$ cat config.mk
export PLATFORM = sky130hd
export DESIGN_NAME = garbage_ledger
export DESIGN_NICKNAME = d
export VERILOG_FILES = /design/src/rtl/garbage_ledger.sv
export SDC_FILE = /design/constraint.sdc
export NUM_CORES = 1
export LEC_CHECK = 0
export CAP_MARGIN = 20
export CORE_ASPECT_RATIO = 0.5
export CORE_UTILIZATION = 51
export CTS_BUF_LIST = sky130_fd_sc_hd__clkbuf_8
export DETAILED_ROUTE_END_ITERATION = 8
export GPL_ROUTABILITY_DRIVEN = 0
export MAX_ROUTING_LAYER = met4
export PLACE_DENSITY_LB_ADDON = 0.1
export SYNTH_ARGS = -nofsm -noshare
export SYNTH_HDL_FRONTEND = slang
export SYNTH_SLANG_ARGS = --single-unit
$ cat constraint.sdc
create_clock -name clk -period 6.65 [get_ports clk]
set_clock_uncertainty 0.15 [all_clocks]
set_input_delay 1.6625 -clock clk [delete_from_list [all_inputs] [get_ports clk]]
set_output_delay 1.6625 -clock clk [all_outputs]
set_load 0.01 [all_outputs]
$ cat src/rtl/garbage_ledger.sv
// Garbage accounting between the link layer and game logic: filters duplicate packets,
// cancels incoming garbage against local attacks, forwards the surplus and feeds insertions.
module garbage_ledger #(
  parameter int GBG_BITS     = 4,
  parameter int PENDING_MAX  = 20,
  parameter int PENDING_BITS = 5
) (
  input  logic                    clk,
  input  logic                    rst_l,
  input  logic                    game_active,
  input  logic                    rx_valid,
  input  logic                    rx_seqNum,
  input  logic [GBG_BITS-1:0]     rx_garbage,
  input  logic                    attack_valid,
  input  logic [GBG_BITS-1:0]     attack_lines,
  input  logic                    send_done,
  output logic [GBG_BITS-1:0]     send_garbage,
  output logic                    send_update,
  output logic                    insert_req,
  output logic [GBG_BITS-1:0]     insert_lines,
  input  logic                    insert_ack,
  output logic [PENDING_BITS-1:0] pending,
  output logic                    overflow
);

  localparam int SUM_BITS = ((PENDING_BITS > GBG_BITS) ? PENDING_BITS : GBG_BITS) + 1;
  localparam logic [GBG_BITS-1:0] GBG_MAX = '1;

  typedef enum logic [1:0] {S_IDLE, S_LATCH, S_WAIT} send_state_t;
  typedef enum logic {I_IDLE, I_REQ} ins_state_t;

  send_state_t send_state, send_next;
  ins_state_t  ins_state, ins_next;

  logic [GBG_BITS-1:0] out_acc, acc_next, send_garbage_q, lines_cap;
  logic                last_seq, rx_accept, pend_over;
  logic [SUM_BITS-1:0] pend_ext, ack_take, reserved, p1, free_lines, attack_ext;
  logic [SUM_BITS-1:0] cancel, p2, spill, acc_base, acc_sum, pend_sum;
  logic [PENDING_BITS-1:0] pend_next;

  // Lines already latched for insertion are reserved and cannot be cancelled by attacks.
  always_comb begin
    pend_ext   = SUM_BITS'(pending);
    ack_take   = (ins_state == I_REQ && insert_ack)  ? SUM_BITS'(insert_lines) : '0;
    reserved   = (ins_state == I_REQ && !insert_ack) ? SUM_BITS'(insert_lines) : '0;
    p1         = (pend_ext > ack_take) ? pend_ext - ack_take : '0;
    free_lines = (p1 > reserved) ? p1 - reserved : '0;
    attack_ext = attack_valid ? SUM_BITS'(attack_lines) : '0;
    cancel     = (attack_ext < free_lines) ? attack_ext : free_lines;
    p2         = p1 - cancel;
    spill      = attack_ext - cancel;
    acc_base   = (send_state == S_LATCH) ? '0 : SUM_BITS'(out_acc);
    acc_sum    = acc_base + spill;
    acc_next   = (acc_sum > SUM_BITS'(GBG_MAX)) ? GBG_MAX : acc_sum[GBG_BITS-1:0];
    rx_accept  = rx_valid && (rx_seqNum != last_seq);
    pend_sum   = p2 + (rx_accept ? SUM_BITS'(rx_garbage) : '0);
    pend_over  = pend_sum > SUM_BITS'(PENDING_MAX);
    pend_next  = pend_over ? PENDING_BITS'(PENDING_MAX) : pend_sum[PENDING_BITS-1:0];
    lines_cap  = (pend_ext > SUM_BITS'(GBG_MAX)) ? GBG_MAX : pend_ext[GBG_BITS-1:0];
  end

  always_ff @(posedge clk or negedge rst_l) begin
    if (!rst_l) begin
      send_state <= S_IDLE;
      ins_state  <= I_IDLE;
    end else begin
      send_state <= send_next;
      ins_state  <= ins_next;
    end
  end

  always_comb begin
    send_next = send_state;
    case (send_state)
      S_IDLE:  if (out_acc != '0) send_next = S_LATCH;
      S_LATCH: send_next = S_WAIT;
      S_WAIT:  if (send_done) send_next = S_IDLE;
      default: send_next = S_IDLE;
    endcase
    ins_next = ins_state;
    if (ins_state == I_IDLE) begin
      if (pending != '0) ins_next = I_REQ;
    end else if (insert_ack) begin
      ins_next = I_IDLE;
    end
    if (!game_active) begin
      send_next = S_IDLE;
      ins_next  = I_IDLE;
    end
  end

  // The value being latched is shown on send_garbage during the update pulse itself.
  always_comb begin
    send_update  = (send_state == S_LATCH) && game_active;
    send_garbage = (send_state == S_LATCH) ? out_acc : send_garbage_q;
    insert_req   = (ins_state == I_REQ);
  end

  always_ff @(posedge clk or negedge rst_l) begin
    if (!rst_l) begin
      pending        <= '0;
      overflow       <= 1'b0;
      out_acc        <= '0;
      last_seq       <= 1'b1;
      send_garbage_q <= '0;
      insert_lines   <= '0;
    end else if (!game_active) begin
      pending        <= '0;
      overflow       <= 1'b0;
      out_acc        <= '0;
      last_seq       <= 1'b1;
      send_garbage_q <= '0;
      insert_lines   <= '0;
    end else begin
      pending  <= pend_next;
      overflow <= overflow | pend_over;
      out_acc  <= acc_next;
      if (rx_accept) last_seq <= rx_seqNum;
      if (send_state == S_LATCH) send_garbage_q <= out_acc;
      else if (send_state == S_WAIT && send_done) send_garbage_q <= '0;
      if (ins_state == I_IDLE && pending != '0) insert_lines <= lines_cap;
    end
  end

endmodule

==> results_dict.tcl, run 1 <==
set metrics [dict create \
    cp_slowest_stage_delay_ps 590 \
    clockRootBuffer "clkbuf_8" \
    syn_area_um2 2230 \
    die_area_um2 4670 \
    pin_count 32 \
    clk_latency_ps 270 \
    slew_violations 0 \
    portBuffers 31 \
    synth_top_area_cell "dfrtp_1" \
    fin_crit_sh 1.13 \
    grt_pass1_vias 2722 \
    startpoint "insert_ack" \
    ys_types 55 \
    status "finished with violations" \
    grt-ovfl-total 0 \
    hold_ws_ps 340 \
    dr.first_iter.drc_count 344 \
    worstSetupPathType "input port to register" \
    nets 428 \
    drtAntennaViolNets 0 \
    synth_ff_type "dfrtp_1" \
    synth_seq_cells 22 \
    worstReg2RegEnd "pending[2]$_DFF_PN0_" \
    avgSynthCellArea_um2 8.46 \
    dpl_worst_slack_ps -1430 \
    grt_pass1_wl_mm 13.6 \
    cp.arrival_ps 7490 \
    reg2reg_slack_ps 80 \
    vias 2819 \
    setup_tns_ps -6880 \
    multiInputGateArea_um2 2020 \
    die_w_um 95.6 \
    cts_tree "built" \
    crit_slowest_cell "fa_1" \
    slew_headroom 0.440 \
    r2r_cells 30 \
    fmaxAchievable_mhz 134 \
    start_kind "input port" \
    drtPass1Iterations 7 \
    drive_above_1_share 0.436 \
    maxCapViolCount 0 \
    via_per_inst 6.54 \
    async_flop_share 1.00 \
    final-hold-violation-count 0 \
    ys_top_cells_by_count "39 x nor2_1, 27 x ha_1, 25 x inv_1, 21 x dfrtp_1, 21 x nand2_1" \
    cts_buffers 3 \
    tightestPinTransition_ps 840 \
    clock_path_buffers 2 \
    hp-class "register to register" \
    r2r-start "insert_req$_DFF_PN0_" \
    rsz0062_at_grt "yes" \
    synthTopCellsByArea "dfrtp_1 24%, ha_1 15%, fa_1 7.2%, nor2_1 6.6%, inv_1 4.2%" \
    antenna_found_initial 1 \
    synth_top_area_frac 0.235 \
    avgRoutedWirePerCell_um 23.7 \
    coreArea_um2 4040 \
    period_minus_slack_ps 7480 \
    clk_pin_slew_ps 80 \
    yosysMostFrequentCell "nor2_1" \
    endpoint_kind "register" \
    clock-sinks 22 \
    seq_area_um2 552 \
    endpoint "pending[2]$_DFF_PN0_" \
    totalWireLength_mm 10.2 \
    finalSetupViolations 10 \
    synth_edf_count 0 \
    rows 16 \
    seq_area_frac_synth 0.247 \
    ys_warn_count 0 \
    worstPathRequired_ps 6660 \
    syn_to_final_growth_pct 66.4 \
    drcViolationCount 0 \
    start_util 0.553 \
    syn_inst 264 \
    place_hpwl_mm 4.76 \
    fin_ws_ps -833 \
    critPathMaxFanout 6 \
    fillers 141 \
    h-tree-depth 1 \
    die_h_um 48.8 \
    grt_max_degree 23 \
    grt_usage 0.405 \
    cp_common_cell "nor2_2" \
    worstHoldStart "send_state[1]$_DFFE_PN0P_" \
    violations "negative setup slack" \
]
## worst min path at each step
stage	endpoint	depth (start not counted)
2_1_floorplan	send_state[0]$_DFFE_PN0P_	1
3_3_place_gp	send_state[0]$_DFFE_PN0P_	1
3_5_place_dp	send_state[0]$_DFFE_PN0P_	1
4_1_cts	send_state[0]$_DFFE_PN0P_	1
5_1_grt	send_state[0]$_DFFE_PN0P_	1
6_report	send_state[0]$_DFFE_PN0P_	1
## metrics by stage
step | utilization | cell area (um2) | instances
2_1_floorplan | - | 2370 | 265
3_3_place_gp | 0.772 | 3120 | 398
3_5_place_dp | 0.772 | 3120 | 398
4_1_cts | 0.876 | 3540 | 429
5_1_grt | 0.920 | 3720 | 431
6_report | 0.920 | 3720 | 431
## cell usage in the layout (no fill, tap or decap), types with 4 or more instances in the layout
cell type | synthesis | layout
fa_2 | 0 | 4
nor2_1 | 39 | 33
and3_1 | 5 | 4
nor2_2 | 0 | 6
clkdlybuf4s50_1 | 0 | 30
mux2_2 | 5 | 4
nand2_1 | 21 | 18
dfrtp_1 | 21 | 21
o221ai_1 | 4 | 4
inv_1 | 25 | 21
nand3_1 | 6 | 5
and2_1 | 9 | 6
nor3_1 | 6 | 4
fa_1 | 8 | 4
buf_4 | 0 | 76
ha_1 | 27 | 14
a21oi_1 | 14 | 9
o21a_1 | 4 | 4
xnor2_2 | 0 | 4
inv_2 | 0 | 4
ha_4 | 0 | 13
## timing repair
item	4_1_cts	5_1_grt
buffers inserted	27	1
hold buffers	0	0
pin swaps	45	16
setup endpoints to repair	10	10
gates resized for setup	43	31
endpoints found under the hold margin	0	0
## sequential cells by signal, indices dropped and copies added, names as in the netlist
| signal | cells |
|---|---|
| overflow | 1 |
| out_acc | 4 |
| insert_req | 1 |
| send_state | 2 |
| send_garbage_q | 4 |
| insert_lines | 4 |
| pending | 5 |
| last_seq | 1 |
## metal layers
layer | track usage | wire (um) | part of all wire | vias up
met2 | 0.626 | 4270 | 0.42 | 290
met1 | 0.462 | 3690 | 0.36 | 1281
met5 | - | 0 | 0 | -
li1 | - | - | - | 1149
met3 | 0.136 | 1460 | 0.14 | 99
met4 | 0.229 | 805 | 0.079 | 0
## layout make-up
| cell class | count | share of cell area |
|---|---|---|
| multi-input combinational | 214 | 0.543 |
| timing repair buffer | 111 | 0.251 |
| sequential | 22 | 0.148 |
| inverter | 25 | 0.0259 |
| tap | 54 | 0.0182 |
| clock buffer | 3 | 0.0111 |
| clock inverter | 1 | 0.00101 |
| antenna | 1 | 0.000673 |
## critical path, delay by kind of cell
kind / cells / cell delay (ps)
compound gates: 9 / 1450
xor+xnor: 1 / 290
fa+ha+maj: 6 / 2120
buf+inv: 4 / 420
simple gates: 11 / 1540
## logic make-up (layout without fill, tap and decap cells)
| logic type | after synthesis | count (layout) | share of synthesized area |
|---|---|---|---|
| AOI/OAI and AO/OA | 54 | 54 | 0.167 |
| buffers and inverters | 29 | 140 | 0.0493 |
| muxes | 6 | 6 | 0.0297 |
| DFF | 22 | 22 | 0.247 |
| and+or+nand+nor | 107 | 107 | 0.237 |
| adders and majority gates | 35 | 35 | 0.223 |
| other | 1 | 3 | 0.00168 |
| xor gates and xnor gates | 10 | 10 | 0.0454 |
Power of run 1 is left out: the tool's default activity adds up to more than one toggle a clock period on the data nets, which glitch-free logic cannot reach.
==> run 2: changes to the inputs <==
--- a/config.mk
+++ b/config.mk
@@ -7,7 +7,7 @@
 export LEC_CHECK = 0
 export CAP_MARGIN = 20
 export CORE_ASPECT_RATIO = 0.5
-export CORE_UTILIZATION = 51
+export CORE_UTILIZATION = 55
 export CTS_BUF_LIST = sky130_fd_sc_hd__clkbuf_8
 export DETAILED_ROUTE_END_ITERATION = 8
 export GPL_ROUTABILITY_DRIVEN = 0
==> constraint.sdc (replaced) <==
create_clock -name clk -period 7.9 [get_ports clk]
set_clock_uncertainty 0.15 [all_clocks]
set_input_delay 1.975 -clock clk [delete_from_list [all_inputs] [get_ports clk]]
set_output_delay 1.975 -clock clk [all_outputs]
set_load 0.01 [all_outputs]
==> run 2 against run 1 <==
The flow still finishes with violations (negative setup slack); count of clock-buffer cells in the layout unchanged; routed wire length down 23%; sequential cell count stayed put; non-clock buffer count shrank 31; worst setup slack improved by 760 ps; core utilization decreased by 3.1 points; cell count is 8.1% lower; critical path depth grew 5.
==> results_dict.tcl, run 2 (same netlist as run 1, synthesis figures left out) <==
set metrics [dict create \
    status "finished with violations" \
    setup_tns_ps -303 \
    clk_latency_ps 260 \
    grt_usage 0.315 \
    fin_crit_sh 1.01 \
    diodes 0 \
    portBuffers 31 \
    antenna_found_initial 0 \
    cts_tree "built" \
    startpoint "insert_ack" \
    fin_ws_ps -68.0 \
    hp-class "register to register" \
    clock_path_buffers 2 \
    fmaxAchievable_mhz 126 \
    coreArea_um2 3660 \
    violations "negative setup slack" \
    worstSetupPathType "input port to register" \
    finalSetupViolations 5 \
    drtAntennaViolNets 0 \
    grt_pass1_wl_mm 9.98 \
    endpoint_kind "register" \
    top_register "pending" \
    drcViolationCount 0 \
    worstPathRequired_ps 7950 \
    layout_commonest_cell "buf_4" \
    start_util 0.611 \
    rows 15 \
    final-hold-violation-count 0 \
    worstHoldStart "send_state[1]$_DFFE_PN0P_" \
    cts_buffers 3 \
    slew_headroom 0.559 \
    die_w_um 92.1 \
    h-tree-depth 1 \
    start_kind "input port" \
    totalWireLength_mm 7.89 \
    cts_hold_buf 0 \
    drive_above_1_share 0.313 \
    critPathMaxFanout 5 \
    via_per_inst 6.35 \
    dpl_worst_slack_ps -897 \
    r2r-start "insert_req$_DFF_PN0_" \
    maxCapViolCount 0 \
    grt-ovfl-total 0 \
    drtPass1Iterations 5 \
    avgRoutedWirePerCell_um 19.9 \
    period_minus_slack_ps 7970 \
    vias 2514 \
    nets 397 \
    tightestPinTransition_ps 661 \
    place_hpwl_mm 4.73 \
    grt_max_degree 23 \
    dr.first_iter.drc_count 203 \
    clock-sinks 22 \
    die_area_um2 4340 \
    grt_pass1_vias 2194 \
    clk_pin_slew_ps 80 \
    largest_register_ffs 5 \
    cp_slowest_stage_delay_ps 380 \
    cp.arrival_ps 8020 \
    mostFrequentLayoutCells "47 x buf_4, 37 x nor2_1, 30 x clkdlybuf4s50_1" \
    clockRootBuffer "clkbuf_8" \
    syn_to_final_growth_pct 45.6 \
    crit_slowest_cell "fa_2" \
    slew_violations 0 \
    pin_count 32 \
    fillers 170 \
    die_h_um 47.1 \
]
==> run 2: changes by cell type in the layout (fill, tap and decap cells not counted), moves of 3 or more <==
cell | before | now
nand2_1 | 18 | 21
ha_4 | 13 | 5
xnor2_2 | 4 | 1
nor2_1 | 33 | 37
a21oi_4 | 3 | 0
ha_1 | 14 | 18
ha_2 | 0 | 4
xnor2_1 | 2 | 5
buf_4 | 76 | 47
nor2_2 | 6 | 2
inv_1 | 21 | 24
==> run 2: area by class of cell <==
class	instances	area [um2]	share of cell area
clock inverters	1	3.75	0.00115
repair buffers	80	697	0.214
well taps	51	63.8	0.0196
flip-flops and latches	22	552	0.170
clock buffers	3	41.3	0.0127
multi-input cells	214	1800	0.554
inverters	25	93.8	0.0288
==> run 2: path summary, 6_finish.rpt <==
kind	to	slack, ps	cells past startpoint
min reg2reg	send_state[0]$_DFFE_PN0P_	320	1
max reg2reg	pending[2]$_DFF_PN0_	1260	35
min in group asynchronous	insert_lines[1]$_DFFE_PN0P_	1790	1
max	pending[2]$_DFF_PN0_	-70	36
min	send_state[0]$_DFFE_PN0P_	320	1
max in group asynchronous	last_seq$_DFFE_PN1P_	5350	2
==> run 2: worst max-delay path, delay by kind of cell <==
kind            cells  cell delay [ps]
compound gates      9             1700
fa+ha+maj           8             2050
buf+inv             7              700
simple gates       11             1460
xor+xnor            1              160
==> run 2: stage by stage <==
stage,instances,instance area [um2],hold WS [ps],utilization
6_report,396,3250,319,0.889
5_1_grt,396,3250,331,0.889
4_1_cts,392,3040,320,0.831
3_5_place_dp,386,2920,309,0.798
3_3_place_gp,386,2920,300,0.798
2_1_floorplan,265,2240,284,-
==> run 2: repair_timing <==
action                                 4_1_cts  5_1_grt
resized for setup                           19       40
setup endpoints to repair                   10       10
pin swaps                                    6       26
buffers inserted                             2        4
endpoints found under the hold margin        0        0
==> run 2: metal layers <==
layer | part of all wire | wire [um] | GRT usage
met2 | 0.48 | 3810 | 0.628
met3 | 0.088 | 697 | 0.0485
met1 | 0.38 | 3000 | 0.362
met4 | 0.048 | 375 | 0.0250
met5 | 0 | 0 | -
Power of run 2 is left out for the same reason.
